### src/rtl/asi_rw_arb_pkg.sv
// Shared types and constants for the AXI-slave user-side read/write arbiter.
package asi_rw_arb_pkg;

  typedef enum logic [1:0] {
    ARB_IDLE = 2'd0,
    ARB_WR   = 2'd1,
    ARB_RD   = 2'd2
  } arb_st_t;

  localparam int ARB_PRI_WRITE = 0;
  localparam int ARB_PRI_READ  = 1;

endpackage

### src/rtl/asi_rw_arb_if.sv
// Request/beat/grant handshake between the write and read engines and the arbiter.
interface asi_rw_arb_if;

  logic usr_wrequest;
  logic usr_we;
  logic usr_wlast;
  logic usr_wgrant;
  logic usr_rrequest;
  logic usr_re;
  logic usr_rlast;
  logic usr_rgrant;

  modport master (
    output usr_wrequest, usr_we, usr_wlast,
    output usr_rrequest, usr_re, usr_rlast,
    input  usr_wgrant, usr_rgrant
  );

  modport slave (
    input  usr_wrequest, usr_we, usr_wlast,
    input  usr_rrequest, usr_re, usr_rlast,
    output usr_wgrant, usr_rgrant
  );

endinterface

### src/rtl/asi_rw_arb.sv
// Burst-atomic fixed-priority arbiter sharing the user memory port between the
// write and read engines, with a bounded-streak guard for the lower-priority side.
module asi_rw_arb
  import asi_rw_arb_pkg::*;
#(
  parameter int ASI_ARB  = ARB_PRI_WRITE,
  parameter int ARB_MAXW = 4,
  parameter int ARB_CW   = (ARB_MAXW < 1) ? 1 : $clog2(ARB_MAXW + 1)
) (
  input  logic              usr_clk,
  input  logic              usr_reset_n,
  asi_rw_arb_if.slave       bus,
  output logic [ARB_CW-1:0] arb_streak,
  output logic              arb_err
);

  localparam logic PREF_RD = (ASI_ARB == ARB_PRI_READ) ? 1'b1 : 1'b0;
  localparam logic [ARB_CW-1:0] STREAK_MAX = '1;
  localparam logic [ARB_CW-1:0] STREAK_ONE = ARB_CW'(1);

  arb_st_t           state;
  arb_st_t           state_nxt;
  logic              last_rd;
  logic              last_rd_nxt;
  logic [ARB_CW-1:0] streak_nxt;
  logic              w_end;
  logic              r_end;
  logic              burst_end;
  logic              other_req;
  logic              bad_beat;

  // Picks the next owner; the streak and last owner passed in already reflect
  // any burst finishing this cycle, so the override takes effect immediately.
  function automatic arb_st_t pick(input logic              wreq,
                                   input logic              rreq,
                                   input logic [ARB_CW-1:0] streak,
                                   input logic              last_r);
    logic take_rd;
    if (!wreq && !rreq) return ARB_IDLE;
    if (wreq && !rreq)  return ARB_WR;
    if (!wreq && rreq)  return ARB_RD;
    take_rd = PREF_RD;
    if ((ARB_MAXW != 0) && (32'(streak) >= 32'(ARB_MAXW)) && (last_r == PREF_RD))
      take_rd = !PREF_RD;
    return take_rd ? ARB_RD : ARB_WR;
  endfunction

  assign w_end     = (state == ARB_WR) && bus.usr_we && bus.usr_wlast;
  assign r_end     = (state == ARB_RD) && bus.usr_re && bus.usr_rlast;
  assign burst_end = w_end || r_end;
  assign other_req = r_end ? bus.usr_wrequest : bus.usr_rrequest;
  assign bad_beat  = (bus.usr_we && (state != ARB_WR)) || (bus.usr_re && (state != ARB_RD));

  always_comb begin
    streak_nxt  = arb_streak;
    last_rd_nxt = last_rd;
    state_nxt   = state;
    if (burst_end) begin
      last_rd_nxt = r_end;
      if (!other_req)
        streak_nxt = '0;
      else if (last_rd == r_end)
        streak_nxt = (arb_streak == STREAK_MAX) ? arb_streak : arb_streak + 1'b1;
      else
        streak_nxt = STREAK_ONE;
    end
    if ((state == ARB_IDLE) || burst_end)
      state_nxt = pick(bus.usr_wrequest, bus.usr_rrequest, streak_nxt, last_rd_nxt);
  end

  always_ff @(posedge usr_clk) begin
    if (!usr_reset_n) begin
      state          <= ARB_IDLE;
      bus.usr_wgrant <= 1'b0;
      bus.usr_rgrant <= 1'b0;
      arb_streak     <= '0;
      last_rd        <= 1'b0;
      arb_err        <= 1'b0;
    end else begin
      state          <= state_nxt;
      bus.usr_wgrant <= (state_nxt == ARB_WR);
      bus.usr_rgrant <= (state_nxt == ARB_RD);
      arb_streak     <= streak_nxt;
      last_rd        <= last_rd_nxt;
      if (bad_beat)
        arb_err <= 1'b1;
    end
  end

endmodule
### src/flat_wrapper.sv
// flat-port wrapper written by rule: the top's interface ports become plain ports
module asi_rw_arb_flat import asi_rw_arb_pkg::*;
#(
  parameter int ASI_ARB  = ARB_PRI_WRITE,
  parameter int ARB_MAXW = 4,
  parameter int ARB_CW   = (ARB_MAXW < 1) ? 1 : $clog2(ARB_MAXW + 1)
)
  (usr_clk, usr_reset_n, arb_streak, arb_err, bus_usr_wrequest, bus_usr_we, bus_usr_wlast, bus_usr_rrequest, bus_usr_re, bus_usr_rlast, bus_usr_wgrant, bus_usr_rgrant);
  asi_rw_arb_if bus_i ();
  input  logic usr_clk;
  input  logic usr_reset_n;
  output logic [ARB_CW-1:0] arb_streak;
  output logic arb_err;
  input wire logic [$bits(bus_i.usr_wrequest)-1:0] bus_usr_wrequest;
  input wire logic [$bits(bus_i.usr_we)-1:0] bus_usr_we;
  input wire logic [$bits(bus_i.usr_wlast)-1:0] bus_usr_wlast;
  input wire logic [$bits(bus_i.usr_rrequest)-1:0] bus_usr_rrequest;
  input wire logic [$bits(bus_i.usr_re)-1:0] bus_usr_re;
  input wire logic [$bits(bus_i.usr_rlast)-1:0] bus_usr_rlast;
  output wire logic [$bits(bus_i.usr_wgrant)-1:0] bus_usr_wgrant;
  output wire logic [$bits(bus_i.usr_rgrant)-1:0] bus_usr_rgrant;
  assign bus_i.usr_wrequest = bus_usr_wrequest;
  assign bus_i.usr_we = bus_usr_we;
  assign bus_i.usr_wlast = bus_usr_wlast;
  assign bus_i.usr_rrequest = bus_usr_rrequest;
  assign bus_i.usr_re = bus_usr_re;
  assign bus_i.usr_rlast = bus_usr_rlast;
  assign bus_usr_wgrant = bus_i.usr_wgrant;
  assign bus_usr_rgrant = bus_i.usr_rgrant;
  asi_rw_arb #(.ASI_ARB(ASI_ARB), .ARB_MAXW(ARB_MAXW), .ARB_CW(ARB_CW)) u_core (.usr_clk(usr_clk), .usr_reset_n(usr_reset_n), .bus(bus_i), .arb_streak(arb_streak), .arb_err(arb_err));
endmodule
### config.mk
export PLATFORM = sky130hd
export DESIGN_NAME = asi_rw_arb_flat
export DESIGN_NICKNAME = d
export VERILOG_FILES = /design/src/rtl/asi_rw_arb_pkg.sv /design/src/rtl/asi_rw_arb_if.sv /design/src/rtl/asi_rw_arb.sv /design/src/flat_wrapper.sv
export SDC_FILE = /design/constraint.sdc
export NUM_CORES = 1
export LEC_CHECK = 0
export ABC_AREA = 1
export BUFFER_PORTS_ARGS = -buffer_cell sky130_fd_sc_hd__buf_2
export CORE_AREA = 2 2 39 41
export DETAILED_ROUTE_END_ITERATION = 6
export DIE_AREA = 0 0 41 43
export PLACE_DENSITY = 0.68
export SYNTH_ARGS = -nofsm -noshare
export SYNTH_HDL_FRONTEND = slang
export SYNTH_SLANG_ARGS = --single-unit
### constraint.sdc
create_clock -name usr_clk -period 2.1 [get_ports usr_clk]
set_input_delay 0.21 -clock usr_clk [delete_from_list [all_inputs] [get_ports usr_clk]]
set_output_delay 0.21 -clock usr_clk [all_outputs]
set_load 0.01 [all_outputs]
==> Word-level counts from Yosys, hierarchy flattened <==
Index checks and enable logic that the tools add are counted.
{ "word_totals": {"register_bits": 9, "output_inout_bits": 6} }
{ "op_classes": {"add_sub_neg": 1, "order_cmp": 1, "eq_ne": 8, "n_mux": 28, "n_bitwise": 1, "reduce_logical": 16} }
{ "op_table": {"columns": ["cell", "n"], "rows": [
  ["$mux W1", 16],
  ["$mux W2", 8],
  ["$mux W3", 4],
  ["$logic_and A1 B1 Y1", 10],
  ["$eq A2 B1 Y1 const B", 2],
  ["$eq A2 B2 Y1 const B", 2],
  ["$add A3 B1 Y3 const B", 1],
  ["$eq A3 B3 Y1 const B", 1],
  ["$ge A3 B3 Y1 const B", 1],
  ["$logic_or A1 B1 Y1", 3],
  ["$logic_not A1 Y1", 2],
  ["$logic_not A2 Y1", 1],
  ["$ne A2 B1 Y1 const B", 1],
  ["$ne A2 B2 Y1 const B", 1],
  ["$eq A1 B1 Y1", 1],
  ["$not A1 Y1", 1]
]} }

==> Logic depth before layout (Yosys ltp) <==
Gate-level depths: netlist of the first run.
{ "depth": {"ltp_word": 21, "ltp_mapped": 13} }

==> Least setup slack after synthesis of the first run <==
Ideal clock, no wire load.
{ "synth_timing": {"path_kind": "register to register", "from": "register u_core.state[1]", "to": "register u_core.bus.usr_rgrant", "arrival_time_ps": 1106, "required_time_ps": 1986, "slack_ps": 880, "path_stages_with_launch": 14, "period_less_slack_ps": 1220, "path_cell_list": "dfxtp_1 > inv_2 > nor2_4 > nand2_4 > nand2_2 > nand2_2 > nand2_2 > nand2_2 > nand3_2 > nand2_2 > nand2_2 > nand2_2 > nand2_2 > nor2_2"} }
{ "synth_between": {"elab_chain_cells": 20, "elab_cells_between_ends": 29} }
{ "synth_rtl": {"columns": ["element", "line", "rtl"], "rows": [
  ["start: declaration", "asi_rw_arb.sv:21", "arb_st_t state;"],
  ["start signal: assignment", "asi_rw_arb.sv:80", "state <= state_nxt;"],
  ["$eq A2 B2 Y1", "asi_rw_arb.sv:49", "assign r_end = (state == ARB_RD) && bus.usr_re && bus.usr_rlast;"],
  ["$logic_and A1 B1 Y1 (2 in series)", "asi_rw_arb.sv:49", null],
  ["$eq A1 B1 Y1", "asi_rw_arb.sv:62", "else if (last_rd == r_end)"],
  ["$mux W3", "asi_rw_arb.sv:62", null],
  ["$mux W3", "asi_rw_arb.sv:60", "if (!other_req)"],
  ["$mux W3", "asi_rw_arb.sv:58", "if (burst_end) begin"],
  ["$ge A3 B3 Y1", "asi_rw_arb.sv:43", "if ((ARB_MAXW != 0) && (32'(streak) >= 32'(ARB_MAXW)) && (last_r == PREF_RD))"],
  ["$logic_and A1 B1 Y1", "asi_rw_arb.sv:43", null],
  ["[3 not listed]", null, null],
  ["$mux W1", "asi_rw_arb.sv:40", "if (wreq && !rreq) return ARB_WR;"],
  ["$mux W1", "asi_rw_arb.sv:67", "if ((state == ARB_IDLE) || burst_end)"],
  ["$mux W2", "asi_rw_arb.sv:45", "return take_rd ? ARB_RD : ARB_WR;"],
  ["$mux W2", "asi_rw_arb.sv:42", "take_rd = PREF_RD;"],
  ["$mux W2", "asi_rw_arb.sv:41", "if (!wreq && rreq) return ARB_RD;"],
  ["$mux W2", "asi_rw_arb.sv:40", null],
  ["$mux W2 *", "asi_rw_arb.sv:67", null],
  ["$eq A2 B2 Y1 *", "asi_rw_arb.sv:82", "bus.usr_rgrant <= (state_nxt == ARB_RD);"],
  ["end signal: assignment", "asi_rw_arb.sv:82", null],
  ["end: declaration", "asi_rw_arb_if.sv:22", "output usr_wgrant, usr_rgrant"]
]} }
Mark *: on every way between the ends. The rest lies on a longest branch, timed or not. The select of a mux whose other input is x is not followed.
A chain may end at the register's enable or synchronous reset.

==> Worst setup path in the final report of the first run <==
Ends and elaborated chain as after synthesis.

==> results of run 1 <==
==> stage by stage <==
stage	total power (W)	hold slack (ns)	setup slack (ns)
4_1_cts	0.000402	0.222	0.758
3_5_place_dp	0.000267	0.459	0.768
3_3_place_gp	0.000266	0.452	0.777
2_1_floorplan	0.000244	0.334	0.880
5_1_grt	0.000420	0.248	0.652
6_report	0.000396	0.227	0.775
==> placed cells by master (no fill, tap or decap) <==
cell,count
nand2_1,13
buf_2,13
dfxtp_1,9
nand2_2,8
inv_1,7
o21ai_0,6
nand2_4,4
nand3_1,3
a21oi_1,3
nor2_1,3
clkbuf_4,3
inv_2,1
nor2_4,1
xnor2_1,1
nand4_2,1
nand3_2,1
o21a_4,1
nand4_1,1
nor2_2,1
nor3b_1,1
ha_1,1
clkbuf_1,1
==> cell usage after synthesis <==
cell and n:
ha_1 1, a21oi_1 3, nor2_2 1, nor2_1 3, nand4_2 1, nand3_2 1, inv_1 7, nor3b_1 1
nand2_4 4, nand3_1 3, nand2_1 13, o21a_4 1, inv_2 1, nand4_1 1, dfxtp_1 9, nor2_4 1
nand2_2 8, o21ai_0 6, xnor2_1 1
==> kinds of logic (layout without fill, tap and decap cells) <==
logic type | count (synthesis) | in the layout | share of synthesized area, %
AND/OR/NAND/NOR | 37 | 37 | 43.4
buffers and inverters | 8 | 25 | 5.83
flip-flops | 9 | 9 | 35.0
XOR/XNOR | 1 | 1 | 1.70
AO/OA/AOI/OAI | 10 | 10 | 11.6
adder cells (fa/ha/maj) | 1 | 1 | 2.43
==> final cells by class <==
class	instances	area, µm²	share of cell area (%)
repair buffers	13	65.1	10.4
flip-flops and latches	9	180	28.7
well taps	16	20.0	3.19
clock buffers	4	26.3	4.19
multi-input cells	49	305	48.7
inverters	8	30.0	4.79
==> worst max-delay path, cell delays in order, from the launching register on <==
cell     delay, ns
dfxtp_1       0.36
inv_2         0.07
nor2_4        0.12
nand2_4       0.09
nand2_1       0.06
nand2_1       0.07
nand2_2       0.07
nand2_2       0.07
nand3_2       0.07
nand2_2       0.05
nand2_2       0.06
nand2_2       0.05
nand2_2       0.06
nor2_2        0.03
==> power by group <==
part	leakage [nW]	switching [W]	internal, W
Sequential	0.0739	0.00000743	0.000182
Combinational	0.241	0.0000433	0.0000299
Clock	0.0150	0.0000609	0.0000733
==> metal layers <==
layer	up-vias	global-route usage (%)	wire (µm)
met5	-	0	0
met4	0	10.0	32
met3	4	3.14	35
met2	11	16.9	409
met1	194	13.7	411
li1	245	-	-
==> worst max path at each step <==
stage,from,endpoint,slack (ns),cells past startpoint
floorplan,u_core.state[1],u_core.bus.usr_rgrant,0.88,13
global placement,u_core.state[1],u_core.bus.usr_rgrant,0.78,13
detailed placement,u_core.state[1],u_core.bus.usr_rgrant,0.77,13
CTS,u_core.state[1],u_core.bus.usr_rgrant,0.76,13
global route,u_core.state[1],u_core.bus.usr_wgrant,0.65,10
finish,u_core.state[1],u_core.bus.usr_rgrant,0.77,13
==> metrics.md, run 1 <==
| Metric | Value |
|---|---|
| Status | `finished, final reports clean` |
| Drt first-iter violations | `4` |
| Clock buffer depth | `2` |
| Routed WL | `890 µm` |
| Share of the synthesized area in the top cell type | `35.0%` |
| GRT Resource Usage Total | `11.8%` |
| Routed WL per cell | `8.99 µm` |
| Max-slew headroom | `84.6%` |
| Nets | `93` |
| Worst Hold End | `u_core.arb_err` |
| Achievable Freq | `0.755 GHz` |
| Initial DRT Pass Iterations | `4` |
| Final min period | `1.33 ns` |
| Cell variety after synth | `19` |
| Pleak | `0.330 nW` |
| Hold Crit Depth | `3` |
| Syn_area_per_cell | `7.81 µm²` |
| First-pass GRT wire length | `1370 µm` |
| Core area | `1380 µm²` |
| Hold Crit Start | `usr_reset_n` |
| Post-synth top area cell | `dfxtp_1` |
| Initial antenna violation count | `0` |
| Worst r2r src | `u_core.state[1]` |
| Sequential share of the synthesized area | `35.0%` |
| Clock buffer count from CTS | `3` |
| Setup Total Neg Slack | `0 ns` |
| Reg-to-Reg End | `u_core.bus.usr_rgrant` |
| PostCTS Resize Cnt | `0` |
| Placed Cells | `95` |
| Type of the worst setup path | `reg2reg` |
| Mapped Cells | `66` |
| Top-level port count | `14` |
| Hold WC Path Type | `in2reg` |
| CTS sink cnt | `9` |
| Clk slew on worst S/H paths | `0.06 ns` |
| Power density over the cells | `632 nW/µm²` |
| Crit path DAT | `1.48 ns` |
| Share of layout cells above drive strength 1 | `41.0%` |
| Grt total ovfl | `0` |
| Synthesis-to-finish area growth | `21.6%` |
| Top area cells in the synthesized netlist | `dfxtp_1 (35%), nand2_2 (9.7%), nand2_1 (9.5%)` |
| Data required time of the worst path | `2.25 ns` |
| Startpoint Class | `register` |
| Via count | `454` |
| Reg-to-reg slack, setup | `0.77 ns` |
| Fin. Hold Viols | `0` |
| Hold_buf cts | `0` |
| Clk root buf | `clkbuf_4` |
| Crit. End Element | `register` |
| RSZ-0062 raised after global routing | `no` |
| Die area | `1760 µm²` |
| Final Cell Area | `627 µm²` |
| # DRC | `0` |
| Max rail drop VDD | `0.269 mV` |
| CTS tree | `done` |
| Mapped Nets | `75` |
| Starting Density | `37.3%` |
| Final setup fails | `0` |
| Post-Route Utilization | `45.3%` |
| Worst Path Max Fanout | `4` |
| Synthesis Warnings | `0` |
| Hpwl dp | `724 µm` |
| Clock skew | `0.00232 ns` |
| Number of I/O port buffers | `13` |
| Post-CTS setup buffer count | `0` |
| Skew-Pair Late Insertion Delay | `0.26 ns` |
| Mapped Area | `515 µm²` |
| Max Slew Vio Count | `0` |
| Ratio of final minimum period to clock period | `63.1%` |
| Die X-Extent | `41 µm` |
| Placer Congestion | `0.735` |
| Reg2Reg Depth | `13` |
| Final ANT Viol Nets | `0` |
| Placement Rows | `14` |
| Vias per cell | `4.59` |
| Fillers | `141` |
| H-tree Lvls | `1` |
| Max-Cap Viols | `0` |
| Post-route insts no fill | `99` |
| Placed Area | `601 µm²` |
| Vias in the first global route | `373` |
| # diodes | `0` |
| Slew of the pin with the lowest slew margin | `0.229 ns` |
| Die H | `43 µm` |
| Largest net degree at the start of global routing | `9` |
| #FFs+latches synth | `9` |
Note: power is estimated with default switching activity, not from simulation.
==> run 2, diff against run 1 <==
--- a/config.mk
+++ b/config.mk
@@ -5,12 +5,12 @@
 export SDC_FILE = /design/constraint.sdc
 export NUM_CORES = 1
 export LEC_CHECK = 0
-export ABC_AREA = 1
+export ABC_AREA = 0
 export BUFFER_PORTS_ARGS = -buffer_cell sky130_fd_sc_hd__buf_2
 export CORE_AREA = 2 2 39 41
 export DETAILED_ROUTE_END_ITERATION = 6
 export DIE_AREA = 0 0 41 43
-export PLACE_DENSITY = 0.68
+export PLACE_DENSITY = 0.67
 export SYNTH_ARGS = -nofsm -noshare
 export SYNTH_HDL_FRONTEND = slang
 export SYNTH_SLANG_ARGS = --single-unit
==> constraint.sdc (replaced) <==
create_clock -name usr_clk -period 1.4 [get_ports usr_clk]
set_input_delay 0.14 -clock usr_clk [delete_from_list [all_inputs] [get_ports usr_clk]]
set_output_delay 0.14 -clock usr_clk [all_outputs]
set_load 0.01 [all_outputs]
==> run 2 against run 1 <==
  * Core utilization rose by 5.1 points
  * Sequential share of layout area fell by 2.5 points
  * Global-route usage rose by 4.6 points
  * Non-clock buffer count rose by 9
  * Worst hold slack got worse by 0.058 ns
  * Count of clock-buffer cells in the layout did not move
  * Clock power rose by 57%
  * First-iteration DRC count rose by 50%
  * Synthesized cell count fell by 7.6%
  * Setup slack got worse by 0.73 ns
  * Highest routed layer unchanged
  * Via count rose by 23%
  * Cell area rose by 11%
==> metrics.md, run 2 <==
| Metric | Value |
|---|---|
| Primary FF master, synth | `dfxtp_1` |
| Commonest cells post-synth | `dfxtp_1 (9), o21ai_0 (7), nand2_1 (5), nor2_1 (5)` |
| Top area cells in the synthesized netlist | `dfxtp_1 (35%), o21ai_0 (6.9%), o21a_1 (5.9%)` |
| Final min period | `1.35 ns` |
| Data required time of the worst path | `1.59 ns` |
| Worst Path Max Fanout | `5` |
| CP max stage cell | `and4b_2` |
| Clock skew | `0.00274 ns` |
| Setup Total Neg Slack | `0 ns` |
| Hold Crit Depth | `2` |
| H-tree Lvls | `1` |
| Core area | `1380 µm²` |
| Clk root buf | `clkbuf_4` |
| Routed WL per cell | `12.7 µm` |
| Die H | `43 µm` |
| Max Slew Vio Count | `0` |
| Fin. Hold Viols | `0` |
| Reg-to-reg slack, setup | `0.05 ns` |
| Die area | `1760 µm²` |
| Type of the worst setup path | `reg2reg` |
| Hold Crit Start | `usr_reset_n` |
| Worst Hold End | `u_core.arb_err` |
| Skew-Pair Late Insertion Delay | `0.27 ns` |
| Syn_area_per_cell | `8.35 µm²` |
| #FFs+latches synth | `9` |
| Met2 wire len | `628 µm` |
| Fillers | `141` |
| CTS sink cnt | `9` |
| GRT Resource Usage Total | `16.4%` |
| Mapped Area | `509 µm²` |
| Power density over the cells | `879 nW/µm²` |
| Via count | `557` |
| Hold WC Path Type | `in2reg` |
| Reg2Reg Depth | `4` |
| Worst r2r src | `u_core.state[0]` |
| Routed WL | `1280 µm` |
| # diodes | `0` |
| Die X-Extent | `41 µm` |
| Vias in the first global route | `481` |
| Final setup fails | `0` |
| Post-Route M1 WL | `582 µm` |
| Synthesis-to-finish area growth | `36.9%` |
| Post-route insts no fill | `101` |
| Pre-CTS WS | `0.00495 ns` |
| Post-synth top area cell | `dfxtp_1` |
| Synthesis Warnings | `0` |
| Ratio of final minimum period to clock period | `96.6%` |
| Sequential share of the synthesized area | `35.4%` |
| Most frequent cells in the layout | `buf_2 (13), buf_4 (9), dfxtp_1 (7)` |
| Clk slew on worst S/H paths | `0.07 ns` |
| # DRC | `0` |
| Initial DRT Pass Iterations | `4` |
| Post-synth EDFFs | `0` |
| Crit path DAT | `1.54 ns` |
| Clock buffer count from CTS | `3` |
| RSZ-0062 raised after global routing | `yes` |
| Final ANT Viol Nets | `0` |
| CTS tree | `done` |
| Mapped Cells | `61` |
| Critical path cell sequence | `and4b_2, xnor2_1, a311o_1, a211oi_2` |
| Placed Cells | `97` |
| Startpoint Class | `register` |
| Pleak | `0.297 nW` |
| Top-level port count | `14` |
| Top-count cell post-synth | `dfxtp_1` |
| Status | `finished, final reports clean` |
| Hpwl dp | `973 µm` |
| Initial antenna violation count | `0` |
| Achievable Freq | `0.739 GHz` |
| Max layer used | `met4` |
| Share of layout cells above drive strength 1 | `37.6%` |
| CP delay by family, top | `compound AO/OA/AOI/OAI gates` |
| Max rail drop VDD | `0.396 mV` |
| Max-Cap Viols | `0` |
| Drt first-iter violations | `6` |
| Nets | `95` |
| Share of the synthesized area in the top cell type | `35.4%` |
| FFs w/ async S/R, synth | `0%` |
| Vias per cell | `5.51` |
| Grt total ovfl | `0` |
| Placement Rows | `14` |
| Placer Congestion | `0.770` |
| Starting Density | `36.8%` |
| Slew of the pin with the lowest slew margin | `0.273 ns` |
| First-pass GRT wire length | `1950 µm` |
| Clock buffer depth | `2` |
| Max-slew headroom | `81.7%` |
| Largest net degree at the start of global routing | `8` |
| Final WS setup | `0.0472 ns` |
| Number of I/O port buffers | `13` |
| Crit. End Element | `register` |
| Cell variety after synth | `25` |
| Mapped Nets | `70` |
| Crit path depth | `4` |
| Metal3 WL | `47 µm` |
| Bufs and invs on worst path | `0` |
| CP max stage delay | `0.35 ns` |
| Commonest non-fill, non-tap cell in the layout | `buf_2` |
run 2: cell types whose count changed after synthesis, sizes merged, moves of 3 or more:
cell | previous run | this run
a211oi | 0 | 3
inv | 8 | 2
nand2 | 25 | 5
nand3 | 4 | 1
nand4b | 0 | 3
o21a | 1 | 4
run 2: cell families (layout without fill, tap and decap cells):
family / Yosys count / count (layout) / share of synthesized area [%]
DFF: 9 / 9 / 35.4
xor gates and xnor gates: 1 / 1 / 1.72
buffers and inverters: 4 / 28 / 3.93
adders and majority gates: 1 / 1 / 2.46
and+or+nand+nor: 23 / 23 / 26.3
AOI/OAI and AO/OA: 23 / 23 / 30.2
run 2: timing repair:
action                                  4_1_cts  5_1_grt
hold buffers                                  0        0
pin swaps                                     1        5
resized for setup                             0       12
setup buffers                                 0        0
endpoints found under the setup margin        2        6
run 2: metrics by stage:
step                power (W)  utilization [%]  hold slack (ns)  area, µm²
floorplan            0.000345                -            0.258        509
global placement     0.000396             46.9            0.449        649
detailed placement   0.000399             46.9            0.454        649
CTS                  0.000612             48.8            0.166        676
global route         0.000641             50.4            0.170        697
finish               0.000612             50.4            0.168        697
run 2: final cells by class:
cell class	instances	area, µm²	share of cell area (%)
multi-input combinational	48	328	47.0
clock buffer	4	26.3	3.77
timing repair buffer	22	133	19.0
sequential	9	183	26.2
inverter	2	7.51	1.08
tap	16	20.0	2.87
run 2: worst max-delay path by stage:
stage / from / end / slack, ns
global placement: u_core.state[1] / u_core.state[0] / 0.05
floorplan: u_core.state[0] / register / 0.005
CTS: u_core.state[1] / u_core.bus.usr_rgrant / 0.02
detailed placement: u_core.state[1] / u_core.bus.usr_rgrant / 0.005
finish: u_core.state[0] / register / 0.05
global route: u_core.state[0] / u_core.state[0] / -0.005
run 2: where the power goes:
| part | switching, W | internal [W] |
|---|---|---|
| logic | 0.0000609 | 0.0000600 |
| clock network | 0.000100 | 0.000110 |
| registers | 0.00000851 | 0.000272 |
run 2: per-layer routing:
metal / GRT usage, % / vias to the layer above
met2: 23.1 / 12
li1: - / 277
met5: 0 / -
met4: 10.0 / 0
met3: 3.14 / 4
met1: 22.0 / 264
==> run 3, diff against run 2 <==
--- a/config.mk
+++ b/config.mk
@@ -7,10 +7,10 @@
 export LEC_CHECK = 0
 export ABC_AREA = 0
 export BUFFER_PORTS_ARGS = -buffer_cell sky130_fd_sc_hd__buf_2
-export CORE_AREA = 2 2 39 41
+export CORE_ASPECT_RATIO = 0.9
+export CORE_UTILIZATION = 35
 export DETAILED_ROUTE_END_ITERATION = 6
-export DIE_AREA = 0 0 41 43
-export PLACE_DENSITY = 0.67
+export PLACE_DENSITY = 0.65
 export SYNTH_ARGS = -nofsm -noshare
 export SYNTH_HDL_FRONTEND = slang
 export SYNTH_SLANG_ARGS = --single-unit
==> constraint.sdc (replaced) <==
create_clock -name usr_clk -period 1.15 [get_ports usr_clk]
set_input_delay 0.115 -clock usr_clk [delete_from_list [all_inputs] [get_ports usr_clk]]
set_output_delay 0.115 -clock usr_clk [all_outputs]
set_load 0.01 [all_outputs]
==> run 3 against run 2 <==
  * The flow now finishes with violations (negative setup slack)
  * Sequential power rose by 22%
  * Sequential cell count unchanged
  * Wire length grew 7.0%
  * Critical path depth unchanged
  * First-iteration DRC count increased to 5.0 times the previous value
  * Count of clock-buffer cells in the layout is the same
  * Clock skew down 0.0016 ns
  * Non-clock buffer count grew 8
  * Worst hold slack worse by 0.017 ns
  * Power grew 25%
  * Die area decreased by 8.6%
  * Global-route usage up 2.4 points
==> metrics.md, run 3 (synthesis gave the netlist of run 2 again) <==
| Metric | Value |
|---|---|
| Status | `finished, violations left` |
| Failing checks | `negative setup slack` |
| Clk slew on worst S/H paths | `0.07 ns` |
| Share of layout cells above drive strength 1 | `46.2%` |
| Final WS setup | `-0.198 ns` |
| Core area | `1290 µm²` |
| Pleak | `0.338 nW` |
| Startpoint Class | `register` |
| Initial antenna violation count | `0` |
| Max-Cap Viols | `0` |
| Post-route insts no fill | `107` |
| Power density over the cells | `986 nW/µm²` |
| Fillers | `110` |
| Top-level port count | `14` |
| Number of I/O port buffers | `13` |
| Skew-Pair Late Insertion Delay | `0.26 ns` |
| Vias in the first global route | `515` |
| Placed Area | `686 µm²` |
| Via count | `589` |
| Placer Congestion | `0.778` |
| Initial DRT Pass Iterations | `4` |
| Type of the worst setup path | `reg2reg` |
| Data required time of the worst path | `1.29 ns` |
| CP max stage delay | `0.36 ns` |
| GRT Resource Usage Total | `18.8%` |
| Achievable Freq | `0.742 GHz` |
| Fin. Hold Viols | `0` |
| Vias per cell | `5.50` |
| Slew of the pin with the lowest slew margin | `0.316 ns` |
| Die X-Extent | `42.2 µm` |
| Critical path cell sequence | `and4b_2, a22o_1, a211oi_4, nor2_1` |
| Reg-to-Reg End | `u_core.state[0]` |
| Drt first-iter violations | `30` |
| Max rail drop VDD | `0.579 mV` |
| Sequential Area | `185 µm²` |
| # DRC | `0` |
| Clk root buf | `clkbuf_4` |
| Clock buffer depth | `2` |
| Ratio of final minimum period to clock period | `117%` |
| Worst Path Max Fanout | `6` |
| Final Cell Area | `778 µm²` |
| RSZ-0062 raised after global routing | `yes` |
| CTS tree | `done` |
| Routed WL | `1370 µm` |
| CP max stage cell | `dfxtp_2` |
| Synthesis-to-finish area growth | `52.8%` |
| Grt total ovfl | `0` |
| Final min period | `1.35 ns` |
| Hold WC Path Type | `in2reg` |
| Die H | `38.2 µm` |
| Hold Crit Start | `usr_reset_n` |
| Max Slew Vio Count | `0` |
| Hold_buf cts | `0` |
| Placed Cells | `100` |
| Placement Rows | `12` |
| Max-slew headroom | `78.7%` |
| Clock skew | `0.00114 ns` |
| Die area | `1610 µm²` |
| Largest net degree at the start of global routing | `8` |
| H-tree Lvls | `1` |
| Worst Hold End | `u_core.state[1]` |
| Final setup fails | `7` |
| CTS sink cnt | `9` |
| Routed WL per cell | `12.8 µm` |
| Reg-to-reg slack, setup | `-0.20 ns` |
| Crit path DAT | `1.49 ns` |
| # diodes | `0` |
| Crit. End Element | `register` |
| Hold WS | `0.151 ns` |
| Final ANT Viol Nets | `0` |
| Hpwl dp | `945 µm` |
| Commonest non-fill, non-tap cell in the layout | `buf_4` |
| Area of the multi-input gates | `342 µm²` |
| First-pass GRT wire length | `2220 µm` |
| Most frequent cells in the layout | `buf_4 (15), buf_2 (13), dfxtp_1 (7)` |
| Reg2Reg Depth | `4` |
| Worst r2r src | `u_core.state[0]` |
| Nets | `103` |
| Clock buffer count from CTS | `3` |
| Hold Crit Depth | `2` |
| Starting Density | `39.4%` |
## run 3: cell types whose count changed in the layout (fill, tap and decap cells not counted), sizes merged
cell / previous run / this run
buf: 22 / 30
## run 3: metal layers
| metal | vias to the layer above | global-route usage (%) | share of wire, % |
|---|---|---|---|
| met2 | 31 | 28.8 | 44 |
| met4 | 0 | 11.7 | 2.6 |
| met5 | - | 0 | 0 |
| li1 | 295 | - | - |
| met3 | 6 | 2.83 | 6.1 |
| met1 | 257 | 24.9 | 47 |
## run 3: layout make-up
type                            instances  area share (%)
Sequential cell                         9            23.8
Timing Repair Buffer                   30            25.7
Inverter                                2           0.965
Tap cell                               14            2.25
Multi-Input combinational cell         48            43.9
Clock buffer                            4            3.38
## run 3: stage by stage
step / setup WS, ns / setup TNS (ns) / total power [W] / util, %
after CTS: -0.185 / -1.13 / 0.000754 / 57.8
final: -0.198 / -1.26 / 0.000768 / 60.3
after floorplan: -0.218 / -1.01 / 0.000425 / -
after detailed placement: -0.290 / -1.71 / 0.000495 / 53.1
after global placement: -0.243 / -1.42 / 0.000493 / 53.1
after global routing: -0.289 / -1.81 / 0.000806 / 60.3
## run 3: critical path, delay by kind of cell (launching register included)
family           cells  cell delay, ns
AO/OA/AOI/OAI        2            0.50
flip-flops           1            0.36
AND/OR/NAND/NOR      2            0.37
## run 3: timing repair
item	CTS	global route
gates resized for setup	8	7
pin swaps	9	4
buffers inserted	2	1
setup endpoints to repair	8	8
## run 3: how the worst max path moves through the flow
stage                     from                    end  depth (start not counted)
2_1_floorplan  u_core.state[1]               register                          6
3_5_place_dp   u_core.state[1]  u_core.bus.usr_rgrant                          4
3_3_place_gp   u_core.state[1]        u_core.state[0]                          4
5_1_grt        u_core.state[0]               register                          6
4_1_cts        u_core.state[0]        u_core.state[0]                          4
6_report       u_core.state[0]        u_core.state[0]                          4
## run 3: report_power, final
| part | total, W | switching (W) | internal (W) |
|---|---|---|---|
| Combinational | 0.000169 | 0.0000805 | 0.0000881 |
| Clock | 0.000256 | 0.000122 | 0.000134 |
| Sequential | 0.000343 | 0.0000123 | 0.000330 |
| Total | 0.000768 | 0.000215 | 0.000553 |
